--- config.mk ---
export PLATFORM = sky130hd
export DESIGN_NAME = pipe_sel_stage
export DESIGN_NICKNAME = d
export VERILOG_FILES = /design/src/rtl/pipe_sel_stage.sv
export SDC_FILE = /design/constraint.sdc
export NUM_CORES = 1
export LEC_CHECK = 0
export CAP_MARGIN = 5
export CORE_ASPECT_RATIO = 2
export CORE_MARGIN = 4
export CORE_UTILIZATION = 45
export DETAILED_ROUTE_END_ITERATION = 8
export PLACE_DENSITY_LB_ADDON = 0.05
export SYNTH_ARGS = -nofsm -noshare
export SYNTH_HDL_FRONTEND = slang
export SYNTH_SLANG_ARGS = --single-unit
--- constraint.sdc ---
create_clock -name clk -period 3.4 [get_ports clk]
set_input_delay 0.68 -clock clk [delete_from_list [all_inputs] [get_ports clk]]
set_output_delay 0.68 -clock clk [all_outputs]
set_load 0.03 [all_outputs]
--- src/rtl/pipe_sel_stage.sv ---
// N-input, W-bit operand selector feeding a registered stage with a 2-entry skid buffer.
// Valid/ready on both sides, synchronous flush, err flag for out-of-range selects.
//
// state | meaning
// ------+--------------------------------------------------------------
// EMPTY | no entry held; out_data keeps the last presented value
// ONE   | main holds the head entry; skid free, in_ready=1
// FULL  | main holds the head, skid holds the next entry; in_ready=0
module pipe_sel_stage #(
    parameter int WIDTH  = 32,
    parameter int NUM_IN = 4,
    parameter int SEL_W  = 2
) (
    input  logic                    clk,
    input  logic                    rst_n,
    input  logic [NUM_IN*WIDTH-1:0] in_data,
    input  logic [SEL_W-1:0]        sel,
    input  logic                    in_valid,
    output logic                    in_ready,
    input  logic                    flush,
    output logic [WIDTH-1:0]        out_data,
    output logic                    out_err,
    output logic                    out_valid,
    input  logic                    out_ready
);

    // Encoding is {main_valid, skid_valid}; 2'b01 cannot occur.
    typedef enum logic [1:0] {
        EMPTY = 2'b00,
        ONE   = 2'b10,
        FULL  = 2'b11
    } state_e;

    state_e             state_q, state_d;
    logic [WIDTH-1:0]   main_data_q, main_data_d;
    logic               main_err_q, main_err_d;
    logic [WIDTH-1:0]   skid_data_q, skid_data_d;
    logic               skid_err_q, skid_err_d;

    logic [WIDTH-1:0]   cap_data;
    logic               cap_err;
    logic               main_valid;
    logic               skid_valid;
    logic               accept;
    logic               drain;

    assign main_valid = state_q[1];
    assign skid_valid = state_q[0];

    // Registered state only: no path from out_ready to in_ready.
    assign in_ready  = rst_n && !skid_valid;
    assign accept    = in_valid && in_ready;
    assign drain     = main_valid && out_ready;

    assign out_valid = main_valid;
    assign out_data  = main_data_q;
    assign out_err   = main_err_q;

    // Out-of-range selects fall through with zero data and the error flag set.
    always_comb begin
        cap_data = '0;
        cap_err  = 1'b1;
        for (int i = 0; i < NUM_IN; i++) begin
            if (sel == SEL_W'(i)) begin
                cap_data = in_data[i*WIDTH +: WIDTH];
                cap_err  = 1'b0;
            end
        end
    end

    always_comb begin
        state_d     = state_q;
        main_data_d = main_data_q;
        main_err_d  = main_err_q;
        skid_data_d = skid_data_q;
        skid_err_d  = skid_err_q;
        if (flush) begin
            // Data registers are left alone; only the valids are squashed.
            state_d = EMPTY;
        end else begin
            case (state_q)
                EMPTY: begin
                    if (accept) begin
                        state_d     = ONE;
                        main_data_d = cap_data;
                        main_err_d  = cap_err;
                    end
                end
                ONE: begin
                    if (accept && !drain) begin
                        state_d     = FULL;
                        skid_data_d = cap_data;
                        skid_err_d  = cap_err;
                    end else if (accept && drain) begin
                        main_data_d = cap_data;
                        main_err_d  = cap_err;
                    end else if (drain) begin
                        state_d = EMPTY;
                    end
                end
                FULL: begin
                    if (drain) begin
                        state_d     = ONE;
                        main_data_d = skid_data_q;
                        main_err_d  = skid_err_q;
                    end
                end
                default: state_d = EMPTY;
            endcase
        end
    end

    always_ff @(posedge clk) begin
        if (!rst_n) begin
            state_q     <= EMPTY;
            main_data_q <= '0;
            main_err_q  <= 1'b0;
            skid_data_q <= '0;
            skid_err_q  <= 1'b0;
        end else begin
            state_q     <= state_d;
            main_data_q <= main_data_d;
            main_err_q  <= main_err_d;
            skid_data_q <= skid_data_d;
            skid_err_q  <= skid_err_d;
        end
    end

endmodule
==> summary.md, run 1 <==
| Metric | Value |
|---|---|
| Status | completed |
| F_max | 355.4 MHz |
| Final wirelength | 11.80 mm |
| Fill count | 697 |
| Worst hold path depth | 2 |
| Crit-path cells | clkdlybuf4s50_1 -> inv_2 -> nor2_1 -> clkdlybuf4s50_1 |
| Grt total ovfl | 0 |
| Starting Density | 46.12% |
| Req. time, crit path | 2.72 ns |
| Via density | 5.808 |
| DRT antenna net count | 0 |
| Area delta synth->final | 50.00% |
| Post-Syn Instances | 399 |
| Critical path's largest stage delay | 0.68 ns |
| Slew Limit Fails | 0 |
| Worst Skew | 0.004625 ns |
| H-tree lvl count | 3 |
| Final min period | 2.813 ns |
| Largest delay share family, worst path | buffers and inverters |
| Post-CTS setup buffer count | 0 |
| Clock buffer count from CTS | 9 |
| Critical Path AT | 2.13 ns |
| WP buf/inv | 3 |
| Vias | 3775 |
| Layout cells sized above 1 | 17.09% |
| Synthesized area per cell | 9.928 um^2 |
| # rows | 48 |
| Most used cell, CP | clkdlybuf4s50_1 |
| Setup TNS Final | 0 ns |
| Antenna violations before repair | 0 |
| YS warnings | 0 |
| Die Y-Extent | 140.7 um |
| Dpl hpwl | 8.045 mm |
| CP max stage cell | clkdlybuf4s50_1 |
| CTS tree | done |
| CTS Root Cell | clkbuf_16 |
| Min-Delay Path Class | reg -> reg |
| Cells on worst reg2reg path | 6 |
| Leak | 1.972 nW |
| Seq cells post-synth | 68 |
| WL per Instance | 18.15 um |
| Pwr per Cell Area | 386.9 nW/um^2 |
| Syn Nets | 538 |
| Number of setup violations in the final report | 0 |
| # hold bufs at CTS | 0 |
| Vias in the first global route | 3980 |
| Post-synthesis sequential area ratio | 34.37% |
| WS Path Type | in -> out |
| Die ar. | 10460 um^2 |
| Core area | 8588 um^2 |
| Share of the synthesized area in the top cell type | 34.37% |
| Max-cap violations | 0 |
| Worst vdd ir | 0.3407 mV |
| First-pass GRT wire length | 18.59 mm |
| Critical path depth | 4 |
| Least-Margin Pin Slew | 1.088 ns |
| Reg clk slew, reported paths | 0.05 ns |
| Slew Limit Headroom | 27.46% |
| Worst skew pair latency | 0.33 ns |
| 1st-pass router iterations | 4 |
| Initial drt markers | 177 |
| Worst-path maximum fanout | 5 |
| Io pins | 170 |
| Post-Syn Area | 3961 um^2 |
| Area contributors post-synth | dfxtp_1 (34%), mux4_2 (18%), a2111oi_2 (12%) |
| Clock sinks | 68 |
| Port Buffer Count | 169 |
| Startpoint Class | input port |
| Final hold violations | 0 |
| Die Span X | 74.35 um |
| GRT Total Usage | 23.03% |
| CTS Buffer Depth | 2 |
| GP Congestion | 0.8833 |
| Tcrit/Tclk final | 82.75% |
| Unique cell type count in the Yosys netlist | 33 |
| Final core occ | 69.19% |
| Fin nets | 685 |
| Drc violations | 0 |
| Post-CTS resize count | 0 |
| Total power | 2.299 mW |
| Number of diodes | 0 |
| Yosys top cell by area | dfxtp_1 |
| Largest net degree at the start of global routing | 67 |
| Crit path capture type | primary output |
| Unrepaired setup endpoints after global routing | false |
[cell usage after synthesis]
master / number
nand2b_1: 1
buf_2: 12
and4b_1: 1
mux2i_1: 2
nand4b_1: 1
a211o_1: 2
clkbuf_1: 21
buf_1: 1
a211oi_2: 1
mux4_2: 32
nand3_1: 1
xnor2_1: 1
and3b_1: 1
nand2_1: 67
buf_6: 7
a2111oi_1: 1
dfxtp_1: 68
or2_0: 1
inv_1: 3
nor3_1: 32
nand3b_4: 1
nor2_1: 2
a2111oi_2: 31
o21a_1: 1
or3_1: 1
o21ai_1: 2
a21oi_1: 65
ha_1: 4
and3_1: 1
nand4_1: 1
a221oi_1: 1
a21boi_1: 1
nor2b_1: 32
[layout by cell type (no fill, tap or decap), types with 2 or more instances in the layout]
cell             count
buf_4                7
nor2b_1             32
clkbuf_8             4
ha_1                 3
nand2_1             67
a21oi_1             65
nor3_1              32
mux2i_1              2
dfxtp_1             68
nor2_1               2
clkdlybuf4s50_1    167
buf_2                2
clkbuf_16            9
inv_1                2
mux4_2              32
a2111oi_2           31
[final cells by class]
cell class	instances	area, um^2	area share [%]
multi-input combinational	287	2401	40.41
timing repair buffer	177	1754	29.52
sequential	68	1361	22.91
clock buffer	14	284.0	4.780
tap	100	125.1	2.106
inverter	3	11.26	0.1895
clock inverter	1	5.005	0.08423
[worst min-delay path, cell delays in order (launching register included)]
cell	delay (ns)
dfxtp_1	0.31
nand2_1	0.05
a21oi_1	0.05
[metal layers]
metal | global-route usage [%] | vias to the layer above | routed length, um
li1 | - | 1779 | -
met2 | 41.71 | 141 | 6640
met5 | 0 | - | 0
met4 | 10.79 | 0 | 272
met3 | 5.996 | 16 | 842
met1 | 23.65 | 1839 | 4043
[final timing paths]
| path | startpoint | endpoint | slack [ns] |
|---|---|---|---|
| worst max-delay path | rst_n | in_ready | 0.59 |
| worst min-delay path | skid_data_q[23]$_SDFFE_PN0P_ | skid_data_q[23]$_SDFFE_PN0P_ | 0.47 |
| worst max register to register | state_q[1]$_SDFFE_PP0P_ | out_data[6]$_SDFFE_PN0P_ | 0.86 |
| worst min register to register | skid_data_q[23]$_SDFFE_PN0P_ | skid_data_q[23]$_SDFFE_PN0P_ | 0.47 |
[state kept, by name, indices dropped and copies added, names as in the netlist]
| register | cells |
|---|---|
| skid_err_q | 1 |
| out_err | 1 |
| state_q | 2 |
| skid_data_q | 32 |
| out_data | 32 |
[cells by family after synthesis]
family | Yosys count | share of synthesized area (%)
AO/OA/AOI/OAI | 105 | 21.83
XOR/XNOR | 1 | 0.2211
adder cells (fa/ha/maj) | 4 | 1.263
buffers and inverters | 44 | 5.875
flip-flops | 68 | 34.37
multiplexers | 34 | 18.70
AND/OR/NAND/NOR | 143 | 17.75
[power by group]
part / internal (mW) / switching (mW) / leakage (nW)
Clock: 0.568 / 0.324 / 0.145
Sequential: 0.831 / 0.0199 / 0.553
Combinational: 0.312 / 0.245 / 1.27
Total: 1.71 / 0.588 / 1.97
[stage by stage]
stage          area [um^2]  setup slack, ns  hold WS, ns  cells
3_3_place_gp          5653           0.5510       0.4464    635
5_1_grt               5942           0.5211       0.4894    650
2_1_floorplan         3961            1.179       0.4364    399
4_1_cts               5942           0.5842       0.4707    650
3_5_place_dp          5653           0.4970       0.4639    635
6_report              5942           0.5866       0.4700    650
No activity file was read; power rests on OpenSTA's default activity.
==> run 2: changes to the inputs <==
--- a/config.mk
+++ b/config.mk
@@ -8,7 +8,7 @@
 export CAP_MARGIN = 5
 export CORE_ASPECT_RATIO = 2
 export CORE_MARGIN = 4
-export CORE_UTILIZATION = 45
+export CORE_UTILIZATION = 39
 export DETAILED_ROUTE_END_ITERATION = 8
 export PLACE_DENSITY_LB_ADDON = 0.05
 export SYNTH_ARGS = -nofsm -noshare
==> constraint.sdc (replaced) <==
create_clock -name clk -period 2.54 [get_ports clk]
set_input_delay 0.508 -clock clk [delete_from_list [all_inputs] [get_ports clk]]
set_output_delay 0.508 -clock clk [all_outputs]
set_load 0.03 [all_outputs]
==> summary.md, run 2 (synthesis gave the netlist of run 1 again) <==
| Metric | Value |
|---|---|
| Leak | 2.000 nW (+1.5%) |
| Final hold violations | 0 (unchanged) |
| Startpoint Class | flop |
| DRT antenna net count | 0 (unchanged) |
| Unrepaired setup endpoints after global routing | false |
| Max-cap violations | 0 (unchanged) |
| Number of diodes | 0 (unchanged) |
| Busiest grt layer | met2 |
| Number of setup violations in the final report | 0 (unchanged) |
| Starting Density | 40.31% (-5.8 points) |
| Critical path's largest stage delay | 0.49 ns (-0.19 ns) |
| Slew Limit Fails | 0 (unchanged) |
| Pwr per Cell Area | 490.1 nW/um^2 (+27%) |
| Die Y-Extent | 150.5 um (+7.0%) |
| CP max stage cell | dfxtp_1 |
| Initial drt markers | 199 (+12%) |
| Setup TNS Final | 0 ns (unchanged) |
| WS Path Type | reg -> reg |
| # hold bufs at CTS | 0 (unchanged) |
| H-tree lvl count | 3 (unchanged) |
| Area delta synth->final | 53.16% |
| Clock buffer count from CTS | 9 (unchanged) |
| Post-CTS resize count | 0 (unchanged) |
| # rows | 51 (+6.3%) |
| Final wirelength | 11.95 mm (+1.3%) |
| Core area | 9827 um^2 (+14%) |
| Layout cells sized above 1 | 17.24% (+0.15 points) |
| Largest delay share family, worst path | compound AO/OA/AOI/OAI gates |
| Antenna violations before repair | 0 (unchanged) |
| Vias in the first global route | 3906 (-1.9%) |
| GP Congestion | 0.7911 (-10%) |
| CTS Root Cell | clkbuf_16 |
| Critical Path AT | 2.39 ns (+0.26 ns) |
| Met1 usage | 21.87% (-1.8 points) |
| Slew Limit Headroom | 66.20% (+39 points) |
| Grt total ovfl | 0 (unchanged) |
| R2r setup slk | 0.34 ns (-0.52 ns) |
| Io pins | 170 (unchanged) |
| Tcrit/Tclk final | 86.59% |
| Clock sinks | 68 (unchanged) |
| WP buf/inv | 2 (-1) |
| Final min period | 2.199 ns |
| Largest net degree at the start of global routing | 67 (unchanged) |
| Port Buffer Count | 169 (unchanged) |
| Crit path capture type | flop |
| CTS tree | done |
| Drc violations | 0 (unchanged) |
| Vias | 3739 (-0.95%) |
| F_max | 454.7 MHz |
| Commonest non-fill, non-tap cell in the layout | clkdlybuf4s50_1 |
| Worst-path maximum fanout | 33 (+28) |
| Commonest cells after routing, fill and taps aside | clkdlybuf4s50_1 (166), dfxtp_1 (68), nand2_1 (67), a21oi_1 (65) |
| Die Span X | 79.27 um (+6.6%) |
| Fin nets | 689 (+0.58%) |
| Hold_ws | 0.4701 ns (+0.0001460 ns) |
| First-pass GRT wire length | 18.89 mm (+1.6%) |
| Worst Skew | 0.004110 ns (-0.0005144 ns) |
| Crit-path cells | inv_1 -> ha_1 -> or2_0 -> a211o_2 -> buf_12 -> a2111oi_2 -> nor3_1 |
| Via density | 5.474 (-5.7%) |
| Post-CTS setup buffer count | 0 (unchanged) |
| Dpl hpwl | 8.313 mm (+3.3%) |
| Worst skew pair latency | 0.32 ns (about the same) |
| 1st-pass router iterations | 5 (+1) |
| Worst vdd ir | 0.3700 mV (+8.6%) |
| Global Route met2 Usage | 37.63% (-4.1 points) |
| WL per Instance | 17.49 um (-3.6%) |
| Die ar. | 11930 um^2 (+14%) |
| CTS Buffer Depth | 2 (unchanged) |
| Reg clk slew, reported paths | 0.05 ns (about the same) |
| Req. time, crit path | 2.73 ns (about the same) |
| Final core occ | 61.74% (-7.4 points) |
| GRT Total Usage | 20.19% (-2.8 points) |
| Met3 usage | 5.210% (-0.79 points) |
| Status | completed |
| Min-Delay Path Class | reg -> reg |
| Least-Margin Pin Slew | 0.5071 ns (-0.5810 ns) |
| Total power | 2.974 mW (+29%) |
[run 2: cell types whose count changed in the layout (fill, tap and decap cells not counted)]
cell             change
clkbuf_8             -3
clkdlybuf4s50_1      -1
buf_4                -3
clkinv_2             -1
clkbuf_1             +1
buf_12               +8
[run 2: tightest hold or removal path, cell delays in order (launching register included)]
cell,delay (ns)
dfxtp_1,0.32
nand2_1,0.05
a21oi_1,0.05
[run 2: final cells by class]
cell class                      instances  area, um^2
Clock buffer                           12       246.5
Timing Repair Buffer                  181        1882
Multi-Input combinational cell        287        2401
Sequential cell                        68        1361
Tap cell                              132       165.2
Inverter                                3       11.26
Fill cell                             875        3760
[run 2: where the power goes]
group	internal, mW	switching [mW]	total (mW)
Sequential	1.11	0.0271	1.14
Clock	0.665	0.402	1.07
Combinational	0.437	0.330	0.767
[run 2: path summary, 6_finish.rpt]
check                                                 start                     endpoint  depth (start not counted)
worst max-delay path                state_q[1]$_SDFFE_PP0P_    out_data[31]$_SDFFE_PN0P_                          7
worst min-delay path            skid_data_q[2]$_SDFFE_PN0P_  skid_data_q[2]$_SDFFE_PN0P_                          2
worst max register to register      state_q[1]$_SDFFE_PP0P_    out_data[31]$_SDFFE_PN0P_                          7
worst min register to register  skid_data_q[2]$_SDFFE_PN0P_  skid_data_q[2]$_SDFFE_PN0P_                          2
[run 2: per-layer routing]
layer	up-vias	part of all wire, %	wire [um]
met1	1820	37	4382
met2	122	56	6637
li1	1790	-	-
met4	0	1.0	123
met5	-	0	0
met3	7	6.7	805
[run 2: stage by stage]
step / cell area (um^2) / std cells / setup WS [ns]
3_5_place_dp: 5821 / 671 / 0.1028
5_1_grt: 6067 / 683 / 0.2041
6_report: 6067 / 683 / 0.3406
4_1_cts: 6067 / 683 / 0.3315
3_3_place_gp: 5821 / 671 / 0.1830
2_1_floorplan: 3961 / 399 / 0.3919
==> run 3: changes to the inputs <==
--- a/config.mk
+++ b/config.mk
@@ -10,6 +10,7 @@
 export CORE_MARGIN = 4
 export CORE_UTILIZATION = 39
 export DETAILED_ROUTE_END_ITERATION = 8
+export HOLD_SLACK_MARGIN = 0.06
 export PLACE_DENSITY_LB_ADDON = 0.05
 export SYNTH_ARGS = -nofsm -noshare
 export SYNTH_HDL_FRONTEND = slang
==> constraint.sdc (replaced) <==
create_clock -name clk -period 1.95 [get_ports clk]
set_input_delay 0.39 -clock clk [delete_from_list [all_inputs] [get_ports clk]]
set_output_delay 0.39 -clock clk [all_outputs]
set_load 0.03 [all_outputs]
==> summary.md, run 3 (synthesis gave the netlist of run 1 again) <==
| Metric | Value |
|---|---|
| Status | completed |
| GP Congestion | 0.7898 (-0.16%) |
| Unrepaired setup endpoints after global routing | true |
| WS Path Type | reg -> reg |
| Number of setup violations in the final report | 0 (unchanged) |
| First-pass GRT wire length | 18.64 mm (-1.3%) |
| Final hold violations | 0 (unchanged) |
| Largest delay share family, worst path | compound AO/OA/AOI/OAI gates |
| Worst-path maximum fanout | 13 (-61%) |
| Initial drt markers | 181 (-9.0%) |
| Worst Skew | 0.003033 ns (-0.001078 ns) |
| Vias in the first global route | 3901 (-0.13%) |
| Pwr per Cell Area | 616.0 nW/um^2 (+26%) |
| Critical path's largest stage delay | 0.37 ns (-0.12 ns) |
| Io pins | 170 (unchanged) |
| Crit path capture type | flop |
| WP buf/inv | 2 (unchanged) |
| Reg clk slew, reported paths | 0.05 ns (about the same) |
| Critical Path AT | 2.11 ns (-0.28 ns) |
| CP max stage cell | a211o_4 |
| Startpoint Class | flop |
| 1st-pass router iterations | 4 (-1) |
| Port Buffer Count | 169 (unchanged) |
| Tcrit/Tclk final | 97.46% (+11 points) |
| Setup TNS Final | 0 ns (unchanged) |
| Req. time, crit path | 2.16 ns (-0.57 ns) |
| Worst skew pair latency | 0.33 ns (about the same) |
| Die Span X | 79.27 um (unchanged) |
| Slew Limit Headroom | 69.19% (+3.0 points) |
| Slew Limit Fails | 0 (unchanged) |
| Vias | 3826 (+2.3%) |
| WL per Instance | 17.50 um (about the same) |
| Crit-path cells | buf_4 -> ha_4 -> a21boi_1 -> a211o_4 -> clkbuf_16 -> a2111oi_2 -> nor3_1 |
| Hold_ws | 0.4676 ns (-0.002519 ns) |
| Clock sinks | 68 (unchanged) |
| Largest net degree at the start of global routing | 66 (-1.5%) |
| Drc violations | 0 (unchanged) |
| Grt total ovfl | 0 (unchanged) |
| CTS tree | done |
| Commonest cells after routing, fill and taps aside | clkdlybuf4s50_1 (166), nand2_1 (67), dfxtp_1 (67), a21oi_1 (65) |
| DRT antenna net count | 0 (unchanged) |
| Area delta synth->final | 64.09% |
| # rows | 51 (unchanged) |
| Fin nets | 709 (+2.9%) |
| Clock buffer count from CTS | 9 (unchanged) |
| Dpl hpwl | 8.835 mm (+6.3%) |
| Starting Density | 40.31% (unchanged) |
| Final core occ | 66.14% (+4.4 points) |
| GRT Total Usage | 20.15% (-0.037 points) |
| Worst vdd ir | 0.5746 mV (+55%) |
| Commonest non-fill, non-tap cell in the layout | clkdlybuf4s50_1 |
| CTS Root Cell | clkbuf_16 |
| Leak | 2.147 nW (+7.3%) |
| Max-cap violations | 0 (unchanged) |
| Final wirelength | 12.36 mm (+3.4%) |
| F_max | 526.2 MHz (+16%) |
| Die Y-Extent | 150.5 um (unchanged) |
| CTS Buffer Depth | 2 (unchanged) |
| Total power | 4.004 mW (+35%) |
| Least-Margin Pin Slew | 0.4622 ns (-0.04485 ns) |
| Min-Delay Path Class | reg -> reg |
| Layout cells sized above 1 | 21.08% (+3.8 points) |
| Antenna violations before repair | 0 (unchanged) |
| Core area | 9827 um^2 (unchanged) |
| Final min period | 1.900 ns (-0.2991 ns) |
| H-tree lvl count | 3 (unchanged) |
| Via density | 5.419 (-1.0%) |
| Post-CTS setup buffer count | 0 (unchanged) |
| Number of diodes | 0 (unchanged) |
| Die ar. | 11930 um^2 (unchanged) |
==> run 3: metal layers <==
metal  vias to the layer above  track usage, %  share of wire [%]
met3                        17           5.210                6.2
li1                       1828               -                  -
met2                       123           38.77                 56
met5                         -               0                  0
met1                      1858           20.74                 36
met4                         0           6.196                1.6
==> run 3: final timing paths <==
| kind | startpoint | to | slack [ns] | cells after the start |
|---|---|---|---|---|
| min | skid_err_q$_SDFFE_PN0P_ | out_err$_SDFFE_PN0P_ | 0.47 | 2 |
| min reg2reg | skid_err_q$_SDFFE_PN0P_ | out_err$_SDFFE_PN0P_ | 0.47 | 2 |
| max | state_q[1]$_SDFFE_PP0P_ | out_data[26]$_SDFFE_PN0P_ | 0.05 | 7 |
| max reg2reg | state_q[1]$_SDFFE_PP0P_ | out_data[26]$_SDFFE_PN0P_ | 0.05 | 7 |
==> run 3: cell type report <==
| cell class | instances | area (um^2) |
|---|---|---|
| clock buffer | 10 | 229.0 |
| clock inverter | 5 | 28.78 |
| fill | 840 | 3327 |
| inverter | 3 | 11.26 |
| multi-input combinational | 287 | 2614 |
| sequential | 68 | 1365 |
| tap | 132 | 165.2 |
| timing repair buffer | 201 | 2087 |
==> run 3: through the flow <==
| stage | area (um^2) | worst slack, ns | std cells |
|---|---|---|---|
| 3_5_place_dp | 6005 | -0.2007 | 690 |
| 2_1_floorplan | 3965 | 0.02275 | 399 |
| 6_report | 6500 | 0.04962 | 706 |
| 4_1_cts | 6262 | 0.03792 | 705 |
| 5_1_grt | 6500 | -0.009677 | 706 |
| 3_3_place_gp | 6005 | -0.1587 | 690 |
==> run 3: power breakdown <==
group | internal [mW] | total, mW | switching (mW)
Clock | 0.846 | 1.43 | 0.586
Sequential | 1.45 | 1.48 | 0.0321
Combinational | 0.621 | 1.09 | 0.471
Total | 2.91 | 4.00 | 1.09
==> run 3: tightest hold or removal path, stage by stage (launching register included) <==
cell and delay [ns]:
dfxtp_1 0.30, nand4_1 0.06, a21oi_1 0.06
==> run 3: what timing repair did <==
action	CTS	global route
endpoints found under the hold margin	0	0
setup endpoints to repair	0	19
hold buffers	0	0
resized for setup	0	19
